File: src/rtl/lcd_phy_pkg.sv
// rtl/lcd_phy_pkg.sv - shared state type and elaboration helpers for the LCD write PHY
package lcd_phy_pkg;

  typedef enum logic [2:0] {
    S_OFF,
    S_IDLE,
    S_WR_LO,
    S_WR_HI,
    S_RST_LO,
    S_RST_WAIT
  } state_t;

  localparam int DW_NARROW = 8;
  localparam int DW_WIDE   = 16;

  function automatic int max(input int a, input int b);
    return (a > b) ? a : b;
  endfunction

  function automatic bit dw_legal(input int dw);
    return (dw == DW_NARROW) || (dw == DW_WIDE);
  endfunction

endpackage

File: src/rtl/lcd_phy_seq_if.sv
// rtl/lcd_phy_seq_if.sv - valid/ready beat stream between the LCD streamer and the PHY
interface lcd_phy_seq_if #(
  parameter int DW = 8
);
  logic [DW-1:0] data;
  logic          rs;
  logic          valid;
  logic          ready;

  modport master (output data, output rs, output valid, input ready);
  modport slave  (input data, input rs, input valid, output ready);
endinterface

File: src/rtl/lcd_phy_sync.sv
// rtl/lcd_phy_sync.sv - 2-flop synchroniser with optional debounce and rising-edge strobe
module lcd_phy_sync #(
  parameter int DEB = 0
) (
  input  logic clk,
  input  logic rst_n,
  input  logic din,
  output logic q,
  output logic stb
);
  logic s1, s2, prev;

  always_ff @(posedge clk or negedge rst_n) begin
    if (!rst_n) begin
      s1   <= 1'b0;
      s2   <= 1'b0;
      prev <= 1'b0;
    end else begin
      s1   <= din;
      s2   <= s1;
      prev <= q;
    end
  end

  if (DEB == 0) begin : g_raw
    assign q = s2;
  end else begin : g_deb
    localparam int CW = $clog2(DEB + 1);
    logic [CW-1:0] cnt;
    logic          lvl;

    // Any return of s2 to the current level restarts the stability count.
    always_ff @(posedge clk or negedge rst_n) begin
      if (!rst_n) begin
        cnt <= '0;
        lvl <= 1'b0;
      end else if (s2 == lvl) begin
        cnt <= '0;
      end else if (cnt == CW'(DEB - 1)) begin
        lvl <= s2;
        cnt <= '0;
      end else begin
        cnt <= cnt + 1'b1;
      end
    end

    assign q = lvl;
  end

  assign stb = q & ~prev;
endmodule

File: src/rtl/lcd_phy_seq.sv
// rtl/lcd_phy_seq.sv - parametrised parallel-LCD write PHY with reset sequencer and ownership hand-over
module lcd_phy_seq
  import lcd_phy_pkg::*;
#(
  parameter int DW       = 8,
  parameter int WR_LO    = 1,
  parameter int WR_HI    = 1,
  parameter int RST_LO   = 1024,
  parameter int RST_WAIT = 4096,
  parameter int MODE_DEB = 16
) (
  input  logic          clk,
  input  logic          rst_n,
  lcd_phy_seq_if.slave  phy,
  output logic [DW-1:0] lcd_d,
  output logic          lcd_rs,
  output logic          lcd_wr_n,
  output logic          lcd_oe,
  output logic          lcd_cs_drv,
  output logic          lcd_rst_drv,
  input  logic          lcd_mode,
  input  logic          lcd_fmark,
  input  logic          phy_ena,
  input  logic          phy_cs,
  input  logic          phy_rst_req,
  output logic          phy_mode,
  output logic          phy_busy,
  output logic          phy_fmark_stb
);
  localparam int CW = $clog2(max(max(RST_LO, RST_WAIT), max(max(WR_LO, WR_HI), MODE_DEB)) + 1);

  if (!dw_legal(DW) || WR_LO < 1 || WR_HI < 1 || MODE_DEB < 1) begin : g_bad_param
    $error("lcd_phy_seq: DW must be 8 or 16 and WR_LO, WR_HI, MODE_DEB at least 1");
  end

  state_t        state, state_n;
  logic [CW-1:0] cnt, cnt_load;
  logic          pending, pending_n;
  logic          last, in_wr, accept;
  logic          mode_rise, fmark_lvl, fmark_edge;

  lcd_phy_sync #(.DEB(MODE_DEB)) u_mode_sync (
    .clk(clk), .rst_n(rst_n), .din(lcd_mode), .q(phy_mode), .stb(mode_rise)
  );

  lcd_phy_sync #(.DEB(0)) u_fmark_sync (
    .clk(clk), .rst_n(rst_n), .din(lcd_fmark), .q(fmark_lvl), .stb(fmark_edge)
  );

  assign last  = (cnt == '0);
  assign in_wr = (state == S_WR_LO) || (state == S_WR_HI);
  // A reset request never shares a cycle with an accepted beat.
  assign phy.ready = phy_ena & phy_mode & ~pending & ~phy_rst_req &
                     ((state == S_IDLE) | ((state == S_WR_HI) & last));
  assign accept = phy.valid & phy.ready;

  always_comb begin
    state_n   = state;
    pending_n = pending;
    if (in_wr && phy_rst_req) pending_n = 1'b1;
    case (state)
      S_OFF:      if (mode_rise) state_n = S_IDLE;
      S_IDLE: begin
        if (!phy_mode)                    state_n = S_OFF;
        else if (phy_rst_req || pending)  state_n = S_RST_LO;
        else if (accept)                  state_n = S_WR_LO;
      end
      S_WR_LO:    if (last) state_n = S_WR_HI;
      S_WR_HI: begin
        if (last) begin
          if (!phy_mode)      state_n = S_OFF;
          else if (pending_n) state_n = S_RST_LO;
          else if (accept)    state_n = S_WR_LO;
          else                state_n = S_IDLE;
        end
      end
      S_RST_LO: begin
        if (!phy_mode)  state_n = S_OFF;
        else if (last)  state_n = S_RST_WAIT;
      end
      S_RST_WAIT: begin
        if (!phy_mode)  state_n = S_OFF;
        else if (last)  state_n = S_IDLE;
      end
      default:          state_n = S_OFF;
    endcase
    if (state_n == S_RST_LO || state_n == S_OFF) pending_n = 1'b0;
  end

  always_comb begin
    cnt_load = '0;
    case (state_n)
      S_WR_LO:    cnt_load = CW'(WR_LO - 1);
      S_WR_HI:    cnt_load = CW'(WR_HI - 1);
      S_RST_LO:   cnt_load = CW'(RST_LO - 1);
      S_RST_WAIT: cnt_load = CW'(RST_WAIT - 1);
      default:    cnt_load = '0;
    endcase
  end

  // Pad outputs are decoded from the next state so they leave flops glitch-free.
  always_ff @(posedge clk or negedge rst_n) begin
    if (!rst_n) begin
      state         <= S_OFF;
      cnt           <= '0;
      pending       <= 1'b0;
      lcd_d         <= '0;
      lcd_rs        <= 1'b0;
      lcd_wr_n      <= 1'b1;
      lcd_oe        <= 1'b0;
      lcd_cs_drv    <= 1'b0;
      lcd_rst_drv   <= 1'b0;
      phy_busy      <= 1'b0;
      phy_fmark_stb <= 1'b0;
    end else begin
      state         <= state_n;
      pending       <= pending_n;
      if (state_n != state) cnt <= cnt_load;
      else if (!last)       cnt <= cnt - 1'b1;
      if (accept) begin
        lcd_d  <= phy.data;
        lcd_rs <= phy.rs;
      end
      lcd_wr_n      <= (state_n != S_WR_LO);
      lcd_rst_drv   <= (state_n == S_RST_LO);
      phy_busy      <= (state_n == S_RST_LO) || (state_n == S_RST_WAIT);
      lcd_oe        <= phy_mode;
      lcd_cs_drv    <= phy_cs & phy_mode;
      phy_fmark_stb <= fmark_edge & fmark_lvl;
    end
  end
endmodule

File: src/flat_wrapper.sv
// flat-port wrapper written by rule: the top's interface ports become plain ports
module lcd_phy_seq_flat import lcd_phy_pkg::*;
#(
  parameter int DW       = 8,
  parameter int WR_LO    = 1,
  parameter int WR_HI    = 1,
  parameter int RST_LO   = 1024,
  parameter int RST_WAIT = 4096,
  parameter int MODE_DEB = 16
)
  (clk, rst_n, lcd_d, lcd_rs, lcd_wr_n, lcd_oe, lcd_cs_drv, lcd_rst_drv, lcd_mode, lcd_fmark, phy_ena, phy_cs, phy_rst_req, phy_mode, phy_busy, phy_fmark_stb, phy_data, phy_rs, phy_valid, phy_ready);
  lcd_phy_seq_if #(.DW(DW)) phy_i ();
  input  logic clk;
  input  logic rst_n;
  output logic [DW-1:0] lcd_d;
  output logic lcd_rs;
  output logic lcd_wr_n;
  output logic lcd_oe;
  output logic lcd_cs_drv;
  output logic lcd_rst_drv;
  input  logic lcd_mode;
  input  logic lcd_fmark;
  input  logic phy_ena;
  input  logic phy_cs;
  input  logic phy_rst_req;
  output logic phy_mode;
  output logic phy_busy;
  output logic phy_fmark_stb;
  input wire logic [$bits(phy_i.data)-1:0] phy_data;
  input wire logic [$bits(phy_i.rs)-1:0] phy_rs;
  input wire logic [$bits(phy_i.valid)-1:0] phy_valid;
  output wire logic [$bits(phy_i.ready)-1:0] phy_ready;
  assign phy_i.data = phy_data;
  assign phy_i.rs = phy_rs;
  assign phy_i.valid = phy_valid;
  assign phy_ready = phy_i.ready;
  lcd_phy_seq #(.DW(DW), .WR_LO(WR_LO), .WR_HI(WR_HI), .RST_LO(RST_LO), .RST_WAIT(RST_WAIT), .MODE_DEB(MODE_DEB)) u_core (.clk(clk), .rst_n(rst_n), .phy(phy_i), .lcd_d(lcd_d), .lcd_rs(lcd_rs), .lcd_wr_n(lcd_wr_n), .lcd_oe(lcd_oe), .lcd_cs_drv(lcd_cs_drv), .lcd_rst_drv(lcd_rst_drv), .lcd_mode(lcd_mode), .lcd_fmark(lcd_fmark), .phy_ena(phy_ena), .phy_cs(phy_cs), .phy_rst_req(phy_rst_req), .phy_mode(phy_mode), .phy_busy(phy_busy), .phy_fmark_stb(phy_fmark_stb));
endmodule
File: config.mk
export PLATFORM = sky130hd
export DESIGN_NAME = lcd_phy_seq_flat
export DESIGN_NICKNAME = d
export VERILOG_FILES = /design/src/rtl/lcd_phy_pkg.sv /design/src/rtl/lcd_phy_seq_if.sv /design/src/rtl/lcd_phy_sync.sv /design/src/rtl/lcd_phy_seq.sv /design/src/flat_wrapper.sv
export SDC_FILE = /design/constraint.sdc
export NUM_CORES = 1
export LEC_CHECK = 0
export CAP_MARGIN = 20
export CORE_ASPECT_RATIO = 0.7
export CORE_MARGIN = 1
export CORE_UTILIZATION = 30
export DETAILED_ROUTE_END_ITERATION = 10
export PLACE_DENSITY = 0.57
export RECOVER_POWER = 50
export SLEW_MARGIN = 20
export SYNTH_ARGS = -nofsm -noshare
export SYNTH_HDL_FRONTEND = slang
export SYNTH_SLANG_ARGS = --single-unit
File: constraint.sdc
create_clock -name clk -period 3.5 [get_ports clk]
set_input_delay 0.7 -clock clk [delete_from_list [all_inputs] [get_ports clk]]
set_output_delay 0.7 -clock clk [all_outputs]
set_load 0.02 [all_outputs]
==> results.md <==
- Status: finished clean
- Layout Nets: 218
- Vias in the first global route: 1171
- Unique masters post-synth: 41
- HP Class: register to register
- DR iter-0 viols: 65
- Max cap viols: 0
- Number of hold violations in the final report: 0
- Setup slack, reg-to-reg: 0.71 ns
- Final worst-path cycle share: 0.851
- Hold Path Cell Cnt: 0
- Post-route ant nets: 0
- Clk_skew: 0.00212 ns
- Largest net degree at the start of global routing: 44
- Count leader, synth: dfrtp_1
- Min Clock Period, post-route: 2.98 ns
- GRT Total Usage: 0.114
- CP Class: register to output pin
- Worst EP arrival: 2.28 ns
- Hold_sp: u_core.u_mode_sync.s1
- Horiz. Die Dim: 96.9 microns
- Die Height: 68.5 microns
- Cell count after synthesis: 162
- Slew Limit Headroom: 0.0686
- CP Data Required Time: 2.80 ns
- Core ar.: 0.00590 sq mm
- Sequential Power Share: 0.582
- Row count: 23
- Synthesized cell area: 0.00189 sq mm
- Grt ovf: 0
- Worst slew pin tran: 1.40 ns
- WHS Endpoint: u_core.u_mode_sync.s2
- R2R cell count: 9
- Commonest cells post-synth: dfrtp_1, o21ai_0, nor2_1, mux2_2, xnor2_1
- Comb power frac: 0.059
- Startpoint types: register
- CTS tree: done
- TritonRoute pass-1 iters: 4
- Global-route wire length before repair: 5840 microns
- Peak supply drop: 0.226 mV
- CTS H-tree lvls: 2
- Via count: 1313
- Pwr dens: 366 mW/mm^2
- DRC: 0
- Largest area contributor in the netlist: dfrtp_1
- PortBufs: 33
- Top-Level Pins: 34
- Main synth FF type: dfrtp_1
- Drt wl/cell: 12.9 microns
- Register area share after synthesis: 0.569
- P&R area growth vs syn: 26.4%
- Gpl congestion: 0.734
- WL final: 3540 microns
- RSZ-0062 raised after global routing: false
- Number of synthesized flops with an enable pin: 0
- Diodes inserted: 0
- Detail Placement HPWL: 2430 microns
- Clock network power share: 0.359
- Vias per inst: 4.79
- Fill count: 561
- Worst setup EP type: output pin
- Synth warn: 0
- Syn avg cell area: 11.7 sq um
- FF+latch count, synth: 43
- Finished Layout Cells: 274
- Clk sinks: 43
- Worst R2R Start: u_core.cnt[0]
- Placed insts: 266
- Clk Tree Root Cell: clkbuf_8
- Slew Limit Fails: 0
- Die area: 0.00664 sq mm
- Initial Util: 0.321
- Hold buffers post-CTS: 0
- Post-synth net total: 181
- Setup violators final: 0
- CTS Buf Count: 5
- Worst reg2reg path endpoint: u_core.cnt[10]
- Final worst slack: 0.521 ns
- Internal: 687 uW
- Total power: 875 uW
- Setup TNS: 0 ns
- Top-area cell type share of the netlist area: 0.555
- Sw Ratio: 0.215
- Placement Setup Slack: 0.417 ns
- Ys async rst share: 1.00
- Clock Latency Late Sink: 0.29 ns
- Clock-pin slew on the worst setup and hold paths: 0.08 ns
- NetSw: 188 uW
- CTS Buffer Depth: 2
- Layout Utilization: 0.406
- Pleak: 0.00115 uW
- Initial antenna violation count: 0
- Largest cells by area after synthesis: dfrtp_1, mux2_2, o21ai_0
- Layout cells sized above 1: 0.121
- CP Max Fanout: 4
- Fmax: 0.336 GHz
[state kept, by name, indices dropped and copies added (netlist names)]
signal	cells
u_core.phy_busy	1
u_core.lcd_d	8
u_core.pending	1
u_core.u_fmark_sync.s1	1
u_core.lcd_rst_drv	1
u_core.phy_fmark_stb	1
u_core.u_fmark_sync.prev	1
u_core.state	3
u_core.u_mode_sync.s1	1
u_core.u_mode_sync.g_deb.cnt	5
u_core.lcd_wr_n	1
u_core.u_mode_sync.q	1
u_core.u_fmark_sync.q	1
u_core.cnt	13
u_core.lcd_cs_drv	1
u_core.u_mode_sync.s2	1
u_core.lcd_oe	1
u_core.lcd_rs	1
[what timing repair did]
| item | 4_1_cts | 5_1_grt |
|---|---|---|
| setup buffers | 0 | 0 |
| setup endpoints to repair | 0 | 1 |
| resized for setup | 0 | 1 |
[cell usage in the layout, fill, tap and decap left out, types with 3 or more instances in the layout]
| cell | Yosys | final |
|---|---|---|
| a21o_1 | 3 | 3 |
| and2_1 | 4 | 3 |
| clkbuf_8 | 0 | 6 |
| clkdlybuf4s50_1 | 0 | 29 |
| dfrtp_1 | 42 | 42 |
| inv_1 | 5 | 5 |
| mux2_2 | 10 | 10 |
| nand2_1 | 6 | 6 |
| nand3_1 | 3 | 3 |
| nor2_1 | 12 | 12 |
| nor2b_1 | 4 | 4 |
| nor3_1 | 5 | 5 |
| o21ai_0 | 14 | 14 |
| or3_1 | 4 | 4 |
| xnor2_1 | 8 | 8 |
| xor2_1 | 5 | 5 |
[critical path: stages, from the launching register on]
cell,delay (ns)
dfrtp_1,0.38
inv_1,0.09
ha_1,0.18
or3b_1,0.44
nor4_4,0.31
nor2b_1,0.14
nor3_1,0.18
dlymetal6s2s_1,0.26
[power groups by stage]
stage / Combinational (uW) / Sequential [uW] / Clock, uW
after CTS: 53.1 / 510 / 325
after floorplan: 11.3 / 523 / 0
final: 51.3 / 510 / 315
after detailed placement: 52.7 / 520 / 0
after global routing: 57.3 / 511 / 348
after global placement: 52.7 / 520 / 0
[per-stage QoR]
step / area (sq um) / hold slack, ns
floorplan: 1890 / 0.331
global placement: 2300 / 0.335
detailed placement: 2300 / 0.336
CTS: 2390 / 0.355
global route: 2390 / 0.364
finish: 2390 / 0.353
[kinds of logic (layout without fill, tap and decap cells)]
kind of cell    after synthesis  after routing  synth area share
simple gates                 51             51             0.164
flops                        43             43             0.569
compound gates               31             31             0.105
xor+xnor                     13             13            0.0601
mux                          11             11            0.0648
buf+inv                      11             48            0.0238
fa+ha+maj                     2              2            0.0132
[final cells by class]
cell class / instances / area (sq um) / share of cell area
sequential: 43 / 1080 / 0.450
multi-input combinational: 108 / 771 / 0.322
timing repair buffer: 36 / 345 / 0.144
tap: 75 / 93.8 / 0.0392
clock buffer: 6 / 82.6 / 0.0345
inverter: 5 / 18.8 / 0.00784
clock inverter: 1 / 5.00 / 0.00209
[routing by layer]
| layer | GRT usage | share of wire | wire length [microns] |
|---|---|---|---|
| met1 | 0.168 | 0.53 | 1870 |
| met4 | 0.0373 | 0.0054 | 19 |
| met2 | 0.155 | 0.41 | 1460 |
| met5 | 0 | 0 | 0 |
| met3 | 0.0378 | 0.053 | 187 |
[worst max path at each step]
stage	startpoint	to	depth (start not counted)
2_1_floorplan	u_core.cnt[0]	phy_ready	6
3_3_place_gp	u_core.cnt[0]	phy_ready	7
3_5_place_dp	u_core.cnt[0]	phy_ready	7
4_1_cts	u_core.cnt[0]	phy_ready	7
5_1_grt	u_core.cnt[0]	phy_ready	7
6_report	u_core.cnt[0]	phy_ready	7
Note: power is estimated with default switching activity, not from simulation.
